--- src/rtl/feat_pkg.sv ---
// Shared widths, defaults and state encoding for the feature-vector loader.
package feat_pkg;

    localparam int unsigned DATA_W    = 32;
    localparam int unsigned NUM_FEAT  = 41;
    localparam int unsigned FIRST_IDX = 2;
    localparam int unsigned IDX_W     = $clog2(NUM_FEAT);
    localparam int unsigned VEC_W     = NUM_FEAT * DATA_W;

    typedef enum logic {
        FILL  = 1'b0,
        STALL = 1'b1
    } state_e;

endpackage

--- src/rtl/feat_fill_buf.sv ---
// Indexed-write register array with parallel read-out; slots below FIRST_IDX read as 0.
module feat_fill_buf
    import feat_pkg::*;
(
    input  logic              clk,
    input  logic              rst_n,
    input  logic              we,
    input  logic [IDX_W-1:0]  widx,
    input  logic [DATA_W-1:0] wdata,
    output logic [VEC_W-1:0]  rdata
);

    for (genvar i = 0; i < int'(NUM_FEAT); i++) begin : g_ent
        if (i < int'(FIRST_IDX)) begin : g_zero
            assign rdata[i*DATA_W +: DATA_W] = '0;
        end else begin : g_reg
            logic [DATA_W-1:0] q;

            always_ff @(posedge clk or negedge rst_n) begin
                if (!rst_n) begin
                    q <= '0;
                end else if (we && (widx == IDX_W'(i))) begin
                    q <= wdata;
                end
            end

            assign rdata[i*DATA_W +: DATA_W] = q;
        end
    end

endmodule

--- src/rtl/feature_vector_loader.sv ---
// Assembles serial feature samples into a double-buffered parallel vector with valid/ready.
// Optional counters: define FEATURE_VECTOR_LOADER_CNT_EN to add vec_cnt and err_cnt outputs.
module feature_vector_loader
    import feat_pkg::*;
(
    input  logic              clk,
    input  logic              rst_n,
    input  logic              s_valid,
    input  logic [DATA_W-1:0] s_data,
    input  logic              s_last,
    output logic              s_ready,
    output logic              m_valid,
    input  logic              m_ready,
    output logic [VEC_W-1:0]  xarray,
`ifdef FEATURE_VECTOR_LOADER_CNT_EN
    output logic [15:0]       vec_cnt,
    output logic [7:0]        err_cnt,
`endif
    output logic              err_len
);

    state_e             state_q, state_d;
    logic [IDX_W-1:0]   idx_q, idx_d;
    logic               m_valid_q, m_valid_d;
    logic               err_q, err_d;
    logic [VEC_W-1:0]   obuf_q, obuf_src;
    logic [VEC_W-1:0]   fbuf_rd;
    logic               obuf_load;
    logic               fb_we;
    logic               beat, xfer, at_last;

    assign beat    = s_valid && (state_q == FILL);
    assign xfer    = m_valid_q && m_ready;
    assign at_last = (idx_q == IDX_W'(NUM_FEAT - 1));

    feat_fill_buf u_fbuf (
        .clk   (clk),
        .rst_n (rst_n),
        .we    (fb_we),
        .widx  (idx_q),
        .wdata (s_data),
        .rdata (fbuf_rd)
    );

    // Next-state, index and output-buffer load decisions
    always_comb begin
        state_d   = state_q;
        idx_d     = idx_q;
        m_valid_d = m_valid_q;
        err_d     = 1'b0;
        fb_we     = 1'b0;
        obuf_load = 1'b0;
        obuf_src  = fbuf_rd;

        if (xfer) begin
            m_valid_d = 1'b0;
        end

        case (state_q)
            FILL: begin
                if (beat) begin
                    if (s_last && !at_last) begin
                        idx_d = IDX_W'(FIRST_IDX);
                        err_d = 1'b1;
                    end else begin
                        fb_we = 1'b1;
                        if (at_last) begin
                            err_d = !s_last;
                            idx_d = IDX_W'(FIRST_IDX);
                            if (!m_valid_q || m_ready) begin
                                // current beat bypasses fbuf straight into the top slot
                                obuf_load = 1'b1;
                                obuf_src  = {s_data, fbuf_rd[(NUM_FEAT-1)*DATA_W-1:0]};
                                m_valid_d = 1'b1;
                            end else begin
                                state_d = STALL;
                            end
                        end else begin
                            idx_d = idx_q + IDX_W'(1);
                        end
                    end
                end
            end
            STALL: begin
                if (m_ready) begin
                    obuf_load = 1'b1;
                    m_valid_d = 1'b1;
                    state_d   = FILL;
                end
            end
            default: begin
                state_d = FILL;
            end
        endcase
    end

    always_ff @(posedge clk or negedge rst_n) begin
        if (!rst_n) begin
            state_q   <= FILL;
            idx_q     <= IDX_W'(FIRST_IDX);
            m_valid_q <= 1'b0;
            err_q     <= 1'b0;
            obuf_q    <= '0;
        end else begin
            state_q   <= state_d;
            idx_q     <= idx_d;
            m_valid_q <= m_valid_d;
            err_q     <= err_d;
            if (obuf_load) begin
                obuf_q <= obuf_src;
            end
        end
    end

    assign s_ready = (state_q == FILL);
    assign m_valid = m_valid_q;
    assign err_len = err_q;
    assign xarray  = obuf_q;

`ifdef FEATURE_VECTOR_LOADER_CNT_EN
    logic [15:0] vec_cnt_q;
    logic [7:0]  err_cnt_q;

    // Transfer count wraps; error count saturates
    always_ff @(posedge clk or negedge rst_n) begin
        if (!rst_n) begin
            vec_cnt_q <= '0;
            err_cnt_q <= '0;
        end else begin
            if (xfer) begin
                vec_cnt_q <= vec_cnt_q + 16'd1;
            end
            if (err_q && (err_cnt_q != 8'hFF)) begin
                err_cnt_q <= err_cnt_q + 8'd1;
            end
        end
    end

    assign vec_cnt = vec_cnt_q;
    assign err_cnt = err_cnt_q;
`endif

endmodule

--- config.mk ---
export PLATFORM = sky130hd
export DESIGN_NAME = feature_vector_loader
export DESIGN_NICKNAME = d
export VERILOG_FILES = /design/src/rtl/feat_pkg.sv /design/src/rtl/feat_fill_buf.sv /design/src/rtl/feature_vector_loader.sv
export SDC_FILE = /design/constraint.sdc
export NUM_CORES = 2
export LEC_CHECK = 0
export ABC_AREA = 0
export CELL_PAD_IN_SITES_DETAIL_PLACEMENT = 1
export CELL_PAD_IN_SITES_GLOBAL_PLACEMENT = 2
export CORE_MARGIN = 10
export CORE_UTILIZATION = 35
export DETAILED_ROUTE_END_ITERATION = 16
export PLACE_DENSITY_LB_ADDON = 0.1
export RECOVER_POWER = 100
export SLEW_MARGIN = 20
export SYNTH_ARGS = -nofsm -noshare
export SYNTH_HDL_FRONTEND = slang
export SYNTH_SLANG_ARGS = --single-unit
--- constraint.sdc ---
create_clock -name clk -period 7 [get_ports clk]
set_input_delay 1.05 -clock clk [delete_from_list [all_inputs] [get_ports clk]]
set_output_delay 1.05 -clock clk [all_outputs]
set_load 0.02 [all_outputs]
==> results.json <==
{
  "crit_path_start": "s_last",
  "antenna_found_initial": 45,
  "die-area_sq_um": 289000,
  "wire_per_inst_um": 31.8,
  "violations": "max-capacitance violations, max-slew violations",
  "clock_latency_ps": 940,
  "synth_cell_types": 36,
  "final_common_cell": "dfrtp_1",
  "grt_max_degree": 169,
  "cts-root-buf": "clkbuf_16",
  "instances_no_fill": 10700,
  "ant_nets": 0,
  "dieWidth_um": 538,
  "rsz0062_at_grt": "no",
  "synth-seq-cells": 2505,
  "setup_ws_ps": 1370,
  "p_leak_uw": 0.0633,
  "total_power_uw": 32100,
  "n_fill_cell": 25900,
  "yosys_warnings": 0,
  "status": "finished, violations left",
  "cts_max_level": 5,
  "gp_congestion": 0.765,
  "worstSetupPathType": "in -> reg",
  "slew_violations": 2027,
  "path_clk_slew_ps": 60,
  "routed_wl_um": 340000,
  "syn_area_per_cell_sq_um": 16.8,
  "worst_pin_slew_ps": 3470,
  "finalCritPeriodShare_pct": 80.5,
  "vias_per_cell": 4.97,
  "place_ws_ps": 1970,
  "cp-start-kind": "input port",
  "cp_top_family": "simple AND/OR/NAND/NOR gates",
  "powerDensity_nw_per_um2": 269,
  "initial_core_util_pct": 35.1,
  "num_vias": 53100,
  "slew_headroom_pct": -131,
  "port_buffers": 1287,
  "cp_cell_sequence": "dlygate4sd3_1 > or3b_1 > or3_1 > nor2_1 > clkbuf_1 > mux2_2",
  "drc_errors": 0,
  "track_usage_pct": 22.9,
  "path_depth": 6,
  "post_cts_buffers": 0,
  "rows": 190,
  "area_growth_pct": 27.3,
  "place_inst": 10200,
  "setup_viol": 0,
  "maxCapViolCount": 52,
  "max_freq_ghz": 0.177,
  "crit_fanout": 20,
  "tns_ps": 0,
  "drt_iter0_drc": 2694,
  "finClkSkew_ps": 80.4,
  "grt_pass1_vias": 57000,
  "cts_buffers": 300,
  "firstDrtPassIters": 4,
  "hold_violations": 0,
  "layout.nets": 6943,
  "cp_data_arrival_time_ps": 6470,
  "core_sq_um": 267000,
  "reg2reg_depth": 8,
  "dpl.hpwl_um": 227000,
  "io-pin-count": 1352,
  "end_kind": "flip-flop",
  "r2r-end": "xarray[782]$_DFFE_PN0P_",
  "post_cts_resized": 0,
  "endpoint": "u_fbuf.g_ent[6].g_reg.q[17]$_DFFE_PN0P_",
  "die_height_um": 538,
  "period_needed_ps": 5630,
  "slowest_delay_ps": 2330,
  "cts_tree": "yes",
  "clock-sinks": 2505,
  "final_cell_mix": "dfrtp_1 (2504), mux2_2 (1666), dlygate4sd3_1 (1252)",
  "r2r_slack_ps": 1380,
  "min_path_type": "reg -> reg",
  "r2r_start": "idx_q[0]$_DFFE_PN0P_",
  "critPathBufInv": 2,
  "ys_seq_area_share_pct": 66.8,
  "slowest_stage": "nor2_1",
  "grt_pass1_wl_um": 470000,
  "grt-ovfl-total": 0,
  "final_util_pct": 44.7,
  "synthCells": 5583,
  "hold_buffers": 0,
  "synth_area_sq_um": 93900,
  "clk_path_buf_depth": 4,
  "required_ps": 7830,
  "drive_gt1_share_pct": 31.6,
  "ir_worst_vdd_v": 0.000254
}
-- state kept, by name, summed over array words and instances (netlist names) --
register / count
err_len: 1
state_q: 1
m_valid: 1
u_fbuf.g_ent.g_reg.q: 1248
xarray: 1248
idx_q: 6
-- worst min path at each step --
stage                                                         from                                       end  slack, ps  depth (start not counted)
after global routing       u_fbuf.g_ent[8].g_reg.q[31]$_DFFE_PN0P_                   xarray[287]$_DFFE_PN0P_        450                          1
after CTS                                                    rst_n                  xarray[1134]$_DFFE_PN0P_          6                          1
final                     u_fbuf.g_ent[35].g_reg.q[16]$_DFFE_PN0P_                  xarray[1136]$_DFFE_PN0P_        420                          1
after detailed placement   u_fbuf.g_ent[40].g_reg.q[3]$_DFFE_PN0P_   u_fbuf.g_ent[40].g_reg.q[3]$_DFFE_PN0P_        460                          2
after global placement    u_fbuf.g_ent[40].g_reg.q[13]$_DFFE_PN0P_  u_fbuf.g_ent[40].g_reg.q[13]$_DFFE_PN0P_        460                          2
after floorplan           u_fbuf.g_ent[40].g_reg.q[10]$_DFFE_PN0P_  u_fbuf.g_ent[40].g_reg.q[10]$_DFFE_PN0P_        440                          2
-- routing by layer --
layer	track usage, %	routed length [um]	up-vias
met5	0	0	-
met4	7.26	11800	0
met3	9.26	32200	432
met2	37.4	161000	1497
met1	27.8	135000	29100
li1	-	-	22100
-- stage by stage --
step	cell area (sq um)	hold slack, ps
detailed placement	110000	464
CTS	120000	5.50
global placement	110000	457
finish	119000	418
global route	119000	449
floorplan	94100	439
-- cell families after synthesis --
group	Yosys count	synth area share [%]
AOI/OAI and AO/OA	22	0.171
adders and majority gates	4	0.0533
buffers and inverters	464	2.64
DFF	2505	66.8
muxes	2486	29.8
other	1	0.00400
and+or+nand+nor	101	0.511
-- where the power goes --
part	switching [uW]	total, uW	internal [uW]	leakage, uW
logic	911	1490	578	0.0242
clock network	6100	15100	9030	0.00468
registers	320	15500	15200	0.0345
-- final cells by class --
class	count	area [sq um]	share of cell area [%]
antenna	21	52.6	0.0440
clock buffer	440	8750	7.32
clock inverter	73	727	0.608
inverter	4	15.0	0.0126
multi-input combinational	2677	29100	24.3
sequential	2505	62700	52.5
tap	3552	4440	3.72
timing repair buffer	1414	13800	11.5
-- synthesized netlist by cell type --
master | instances | share of area (%)
or3_1 | 4 | 0.027
and2_1 | 1 | 0.0067
dfstp_2 | 1 | 0.028
nor4b_1 | 1 | 0.0093
a211oi_1 | 1 | 0.0080
dfrtp_1 | 2504 | 67
mux2_1 | 798 | 9.6
a21oi_1 | 6 | 0.032
buf_1 | 45 | 0.18
nor4_1 | 1 | 0.0067
o221a_2 | 5 | 0.060
a21o_1 | 1 | 0.0080
or3b_1 | 1 | 0.0093
nand3_1 | 19 | 0.10
o221ai_2 | 1 | 0.016
a31oi_1 | 1 | 0.0067
and3b_1 | 1 | 0.0093
ha_1 | 4 | 0.053
nor2b_1 | 2 | 0.013
o31ai_1 | 1 | 0.0080
buf_4 | 140 | 1.1
inv_1 | 4 | 0.016
buf_6 | 13 | 0.16
nand3b_1 | 1 | 0.0080
buf_2 | 91 | 0.49
o21ai_0 | 6 | 0.032
conb_1 | 1 | 0.0040
nor3_1 | 3 | 0.016
nor2_1 | 17 | 0.068
nand4_1 | 1 | 0.0067
nor3b_1 | 1 | 0.0080
mux2_2 | 1688 | 20
clkbuf_1 | 171 | 0.68
nand2_1 | 37 | 0.15
nand2b_1 | 5 | 0.033
or2_2 | 6 | 0.040
Note: power is estimated with default switching activity, not from simulation.
